--- src/rtl/add_result_fifo_if.sv ---
// add_result_fifo_if: producer push strobe/data and consumer valid/ready handshake for add_result_fifo.
interface add_result_fifo_if #(parameter int LEN_DATA = 64);
    logic                in_rdy;
    logic [LEN_DATA-1:0] in_sum;
    logic                out_valid;
    logic [LEN_DATA-1:0] out_data;
    logic                out_ready;
    modport master (output in_rdy, in_sum, out_ready, input out_valid, out_data);
    modport slave  (input in_rdy, in_sum, out_ready, output out_valid, out_data);
endinterface

--- src/rtl/add_result_fifo.sv ---
// add_result_fifo: result FIFO behind adder64 with drop-on-full, sticky overflow and saturating drop counter.
// Define ADD_RESULT_FIFO_BYPASS_EN for a zero-latency bypass when the FIFO is empty and the consumer is ready.
`ifndef LEN_DATA
`define LEN_DATA 64
`endif
module add_result_fifo #(
    parameter int LEN_DATA = `LEN_DATA,
    parameter int DEPTH    = 4,
    parameter int CNT_W    = $clog2(DEPTH + 1)
) (
    input  logic               clk,
    input  logic               rst,
    input  logic               en,
    input  logic               ovf_clr,
    add_result_fifo_if.slave   bus,
    output logic               full,
    output logic               empty,
    output logic [CNT_W-1:0]   count,
    output logic               overflow,
    output logic [7:0]         drop_cnt
);
    localparam int AW = $clog2(DEPTH);
    logic [LEN_DATA-1:0] mem [DEPTH];
    logic [AW-1:0]       wr_ptr, rd_ptr;
    logic                byp, pop, push, drop;
    logic [LEN_DATA-1:0] head;
    assign full  = count == CNT_W'(DEPTH);
    assign empty = count == '0;
    assign head  = empty ? '0 : mem[rd_ptr];
`ifdef ADD_RESULT_FIFO_BYPASS_EN
    // The bypassed sum goes straight to the consumer and never occupies an entry.
    assign byp           = en & bus.in_rdy & empty & bus.out_ready;
    assign bus.out_valid = !empty | byp;
    assign bus.out_data  = byp ? bus.in_sum : head;
`else
    assign byp           = 1'b0;
    assign bus.out_valid = !empty;
    assign bus.out_data  = head;
`endif
    assign pop  = en & !empty & bus.out_ready;
    assign push = en & bus.in_rdy & (!full | pop) & !byp;
    assign drop = en & bus.in_rdy & full & !pop;
    always_ff @(posedge clk)
        if (push) mem[wr_ptr] <= bus.in_sum;
    always_ff @(posedge clk or negedge rst)
        if (!rst) begin
            wr_ptr   <= '0;
            rd_ptr   <= '0;
            count    <= '0;
            overflow <= 1'b0;
            drop_cnt <= '0;
        end else begin
            if (push) wr_ptr <= wr_ptr + 1'b1;
            if (pop) rd_ptr <= rd_ptr + 1'b1;
            count <= count + CNT_W'(push) - CNT_W'(pop);
            if (ovf_clr) begin
                overflow <= 1'b0;
                drop_cnt <= '0;
            end else if (drop) begin
                overflow <= 1'b1;
                drop_cnt <= drop_cnt == 8'hFF ? drop_cnt : drop_cnt + 1'b1;
            end
        end
endmodule

--- src/flat_wrapper.sv ---
// flat-port wrapper written by rule: the top's interface ports become plain ports
module add_result_fifo_flat 
#(
    parameter int LEN_DATA = `LEN_DATA,
    parameter int DEPTH    = 4,
    parameter int CNT_W    = $clog2(DEPTH + 1)
)
  (clk, rst, en, ovf_clr, full, empty, count, overflow, drop_cnt, bus_in_rdy, bus_in_sum, bus_out_ready, bus_out_valid, bus_out_data);
  add_result_fifo_if #(.LEN_DATA(LEN_DATA)) bus_i ();
  input  logic clk;
  input  logic rst;
  input  logic en;
  input  logic ovf_clr;
  output logic full;
  output logic empty;
  output logic [CNT_W-1:0] count;
  output logic overflow;
  output logic [7:0] drop_cnt;
  input wire logic [$bits(bus_i.in_rdy)-1:0] bus_in_rdy;
  input wire logic [$bits(bus_i.in_sum)-1:0] bus_in_sum;
  input wire logic [$bits(bus_i.out_ready)-1:0] bus_out_ready;
  output wire logic [$bits(bus_i.out_valid)-1:0] bus_out_valid;
  output wire logic [$bits(bus_i.out_data)-1:0] bus_out_data;
  assign bus_i.in_rdy = bus_in_rdy;
  assign bus_i.in_sum = bus_in_sum;
  assign bus_i.out_ready = bus_out_ready;
  assign bus_out_valid = bus_i.out_valid;
  assign bus_out_data = bus_i.out_data;
  add_result_fifo #(.LEN_DATA(LEN_DATA), .DEPTH(DEPTH), .CNT_W(CNT_W)) u_core (.clk(clk), .rst(rst), .en(en), .ovf_clr(ovf_clr), .bus(bus_i), .full(full), .empty(empty), .count(count), .overflow(overflow), .drop_cnt(drop_cnt));
endmodule
--- config.mk ---
export PLATFORM = sky130hd
export DESIGN_NAME = add_result_fifo_flat
export DESIGN_NICKNAME = d
export VERILOG_FILES = /design/src/rtl/add_result_fifo_if.sv /design/src/rtl/add_result_fifo.sv /design/src/flat_wrapper.sv
export SDC_FILE = /design/constraint.sdc
export NUM_CORES = 1
export LEC_CHECK = 0
export ABC_AREA = 1
export CORE_ASPECT_RATIO = 0.75
export CORE_UTILIZATION = 35
export CTS_CLUSTER_SIZE = 14
export DETAILED_ROUTE_END_ITERATION = 6
export SYNTH_ARGS = -nofsm -noshare
export SYNTH_HDL_FRONTEND = slang
export SYNTH_SLANG_ARGS = --single-unit
--- constraint.sdc ---
create_clock -name clk -period 5.4 [get_ports clk]
set_clock_uncertainty 0.1 [all_clocks]
set_input_delay 0.54 -clock clk [delete_from_list [all_inputs] [get_ports clk]]
set_output_delay 0.54 -clock clk [all_outputs]
set_load 0.05 [all_outputs]
==> impl_summary.txt <==
----------------------------------------------------
[Status]
  Result of the run ... finished clean

[CTS]
  Deepest clock path buffer count ... 3
  Clock slew at the register clock pins of the worst setup and hold paths ... 0.06 ns
  Max H-tree Level ... 1
  Number of buffers added by the clock tree synthesis step ... 28
  Source-to-sink clock delay at the later pin of the worst-skew pair ... 0.53 ns
  Clock tree from TritonCTS ... done
  Hold buffers post-CTS ... 0
  Number of gates given a new drive strength after cts ... 0
  Number of sinks handled by clock tree synthesis ... between 200 and 300
  Buffers inserted by post-CTS timing repair ... 0
  Clock Root Buffer ... sky130_fd_sc_hd__clkbuf_16

[Cells and area]
  Area grow syn2layout ... 24.8%
  Share of cells above drive strength 1 ... 6.63%
  Count of antenna diodes in the layout ... 0
  Final-stage net count ... 1096
  Area of all placed cells without fillers ... 13600 µm²

[Critical path]
  Launch instance of the worst register-to-register path ... u_core.count[1]
  CP Cell Sequence ... buf_4 -> nor2_1 -> nor2_1 -> o21ai_0 -> a21oi_1 -> clkdlybuf4s50_1
  Register-to-Register Path Depth ... 5
  Endpoint class of the critical path ... output port
  Top cell by count, worst path ... sky130_fd_sc_hd__nor2_1
  Crit path required time ... roughly 4.8 ns
  R2R Setup Slk ... 2.70 ns
  Critical Path Start Type ... flip-flop
  Signal arrival time at the worst endpoint ... between 3 and 4 ns
  Crit path buf inv count ... 2
  Kind of critical path ... flip-flop to output port
  Category of cells accounting for the largest share of critical-path delay ... buffers and inverters
  Highest net fanout along the worst path ... 90
  CP max stage delay ... ~1.1 ns
  Library cell contributing the largest single delay on the critical path ... sky130_fd_sc_hd__dfrtp_4
  Reg2Reg Capture Point ... u_core.mem[0][61]

[Logic synthesis]
  Number of warning messages in the yosys log ... 0
  Top cell type by total area after synthesis ... sky130_fd_sc_hd__edfxtp_1
  Synthesized area per cell ... 12.4 µm²
  Mapped cell area ... 10900 µm²
  Count of different cell masters after synthesis ... 26
  Adder-Cell Fraction of Synth Area ... 0.871%
  Area share of xor/xnor cells in the synthesized design ... less than 1%
  Dominant combinational cell family by area after synthesis ... simple AND/OR/NAND/NOR gates
  Synth Net Count ... 954
  Syn Inst Count ... 877
  Area share of the largest cell type after synthesis ... 70.4%
  Fraction of the mapped netlist area in compound gates ... 9.03%
  Proportion of synthesized area in mux cells ... 0%
  Area share of and/or/nand/nor cells after synthesis ... 11.4%
  Top post-synthesis cells by area ... sky130_fd_sc_hd__edfxtp_1 (70%), sky130_fd_sc_hd__nor2_1 (9.4%), sky130_fd_sc_hd__o21ai_0 (6.0%)
  Sequential-to-total area share from yosys stat ... 74.1%
  #FFs+latches synth ... roughly 270

[Floorplanning]
  Area of the die ... 31900 µm²
  Horizontal extent of the die ... 206 µm
  Core outline area ... 30400 µm²
  Number of core rows ... 55
  Starting Density ... 35.9%
  Chip Height ... around 150 µm
  I/O pin count ... 149

[Run]
  MaxCap Viol Count ... 0

[Timing]
  Time the final worst path needs with I/O delays and setup ... 4.22 ns
  Max Fclk ... 0.237 GHz
  Number of endpoints with negative hold slack in the final report ... 0
  Worst Slack Setup Final ... 1.18 ns
  Count of final setup violators ... 0
  Unrepaired setup endpoints after global routing ... no
  Final critical-path share of the clock period ... 78.1%
  Total negative setup slack ... 0 ns
  Worst-Margin Slew ... approximately 1.1 ns
  Relative slew slack ... 29.1%
  Final Max Slew Viols ... 0

[Place]
  IO Port Bufs ... around 150
  Routability-driven placement congestion ratio ... around 0.76
  Detailed-placement wirelength estimate ... approximately 14 mm
  Worst setup slack before clock tree synthesis ... 1.72 ns
  Placed cell areas ... 12700 µm²

[GRT]
  Global route total overflow ... 0
  Initial antenna violation count ... 0
  Pin count of the biggest net entering global routing ... 91
  First-pass GRT wire length ... 39.0 mm
  All-Layer GR Usage ... 15.8%
  Number of global-route vias before repair ... roughly 6700

[Power]
  IR Drop Worst-Case VDD ... between 0.4 and 0.5 mV
  Sum of internal, switching and leakage power ... approximately 8700 µW
  Power density of the placed cells ... 640 nW/µm²
  Reported leakage power ... approximately 0.0046 µW

[Route]
  ANT nets after route ... 0
  Met3 wirelength from detailed routing ... between 1 and 1.5 mm
  Number of DRC markers in iteration 0 ... 548
  Highest signal layer in the routed design ... met4
  Via-to-Cell Ratio ... 4.79
  Number of detailed-routing iterations run before antenna repair ... 4
  Per-cell routed wire length ... 17.4 µm
  WL met2 ... roughly 11 mm
  Total Routed Length ... 25.1 mm
  Detailed-routing wirelength on met1 ... approximately 12 mm
  DRC violations left ... 0
  Vias after detailed routing ... 6892

[Worst hold path]
  Worst min path class ... input pin to async pin

----------------------------------------------------
metal layers:
| metal | vias up | track usage, % |
|---|---|---|
| li1 | 3354 | - |
| met1 | 3331 | 23.2 |
| met2 | 173 | 24.7 |
| met3 | 34 | 2.66 |
| met4 | 0 | 3.05 |
| met5 | - | 0 |
worst max-delay path by stage:
stage	start	end	slack, ns	cells after the start
detailed placement	u_core.rd_ptr[0]	bus_out_data[43]	1.72	6
global placement	u_core.rd_ptr[0]	bus_out_data[51]	1.71	6
floorplan	u_core.count[0]	u_core.mem[0][0]	1.07	4
CTS	u_core.rd_ptr[0]	bus_out_data[43]	1.12	6
global route	u_core.rd_ptr[0]	bus_out_data[43]	0.86	6
finish	u_core.rd_ptr[0]	bus_out_data[43]	1.18	6
stage by stage:
stage               cells  utilization, %  hold slack [ns]
finish               1439            44.8            0.394
CTS                  1439            44.8            0.383
detailed placement   1388            41.7            0.404
global placement     1388            41.7            0.383
global route         1439            44.8            0.420
floorplan             877               -            0.144
cells in the mapped netlist, drive strengths merged:
master and number:
o21ai 133, xor2 6, nand3 17, xnor2 1
fa 1, buf 34, nand3b 1, clkbuf 15
nor2 276, dfrtp 16, nand2 25, a21oi 64
nor3 1, ha 6, inv 23, or2 1
edfxtp 256, nand4 1
logic make-up after synthesis:
family / Yosys count
compound gates: 197
flops: 272
fa+ha+maj: 7
simple gates: 322
buf+inv: 72
xor+xnor: 7
flip-flops by register name (all words and copies together) (netlist names):
signal and flops:
u_core.rd_ptr 2, u_core.mem 256, u_core.wr_ptr 2, u_core.count 3, u_core.overflow 1, u_core.drop_cnt 8
report_power, final:
group | internal (µW) | total, µW | switching, µW
Combinational | 1220 | 4040 | 2830
Sequential | 2550 | 2720 | 168
Clock | 1170 | 1960 | 790
cell usage in the layout, fill, tap and decap left out, types with 2 or more instances in the layout:
cell / n
sky130_fd_sc_hd__nor2_1: 269
sky130_fd_sc_hd__edfxtp_1: 256
sky130_fd_sc_hd__clkdlybuf4s50_1: 148
sky130_fd_sc_hd__o21ai_0: 130
sky130_fd_sc_hd__a21oi_1: 64
sky130_fd_sc_hd__clkbuf_16: 29
sky130_fd_sc_hd__nand2_1: 24
sky130_fd_sc_hd__inv_1: 20
sky130_fd_sc_hd__nand3_1: 17
sky130_fd_sc_hd__dfrtp_1: 14
sky130_fd_sc_hd__buf_4: 12
sky130_fd_sc_hd__clkinv_2: 7
sky130_fd_sc_hd__xor2_1: 6
sky130_fd_sc_hd__ha_1: 6
sky130_fd_sc_hd__clkbuf_1: 5
sky130_fd_sc_hd__nor2_4: 4
sky130_fd_sc_hd__clkinv_1: 4
sky130_fd_sc_hd__bufinv_16: 4
sky130_fd_sc_hd__nor2_2: 3
sky130_fd_sc_hd__o21ai_1: 3
sky130_fd_sc_hd__inv_2: 2
cell type report:
type	instances	area, µm²
Fill cell	2797	16800
Clock buffer	34	744
Tap cell	399	499
Clock inverter	17	190
Sequential cell	272	8090
Inverter	23	87.6
Timing Repair Buffer	161	1590
Multi-Input combinational cell	533	2420
Power figures use the tool's default switching activity.
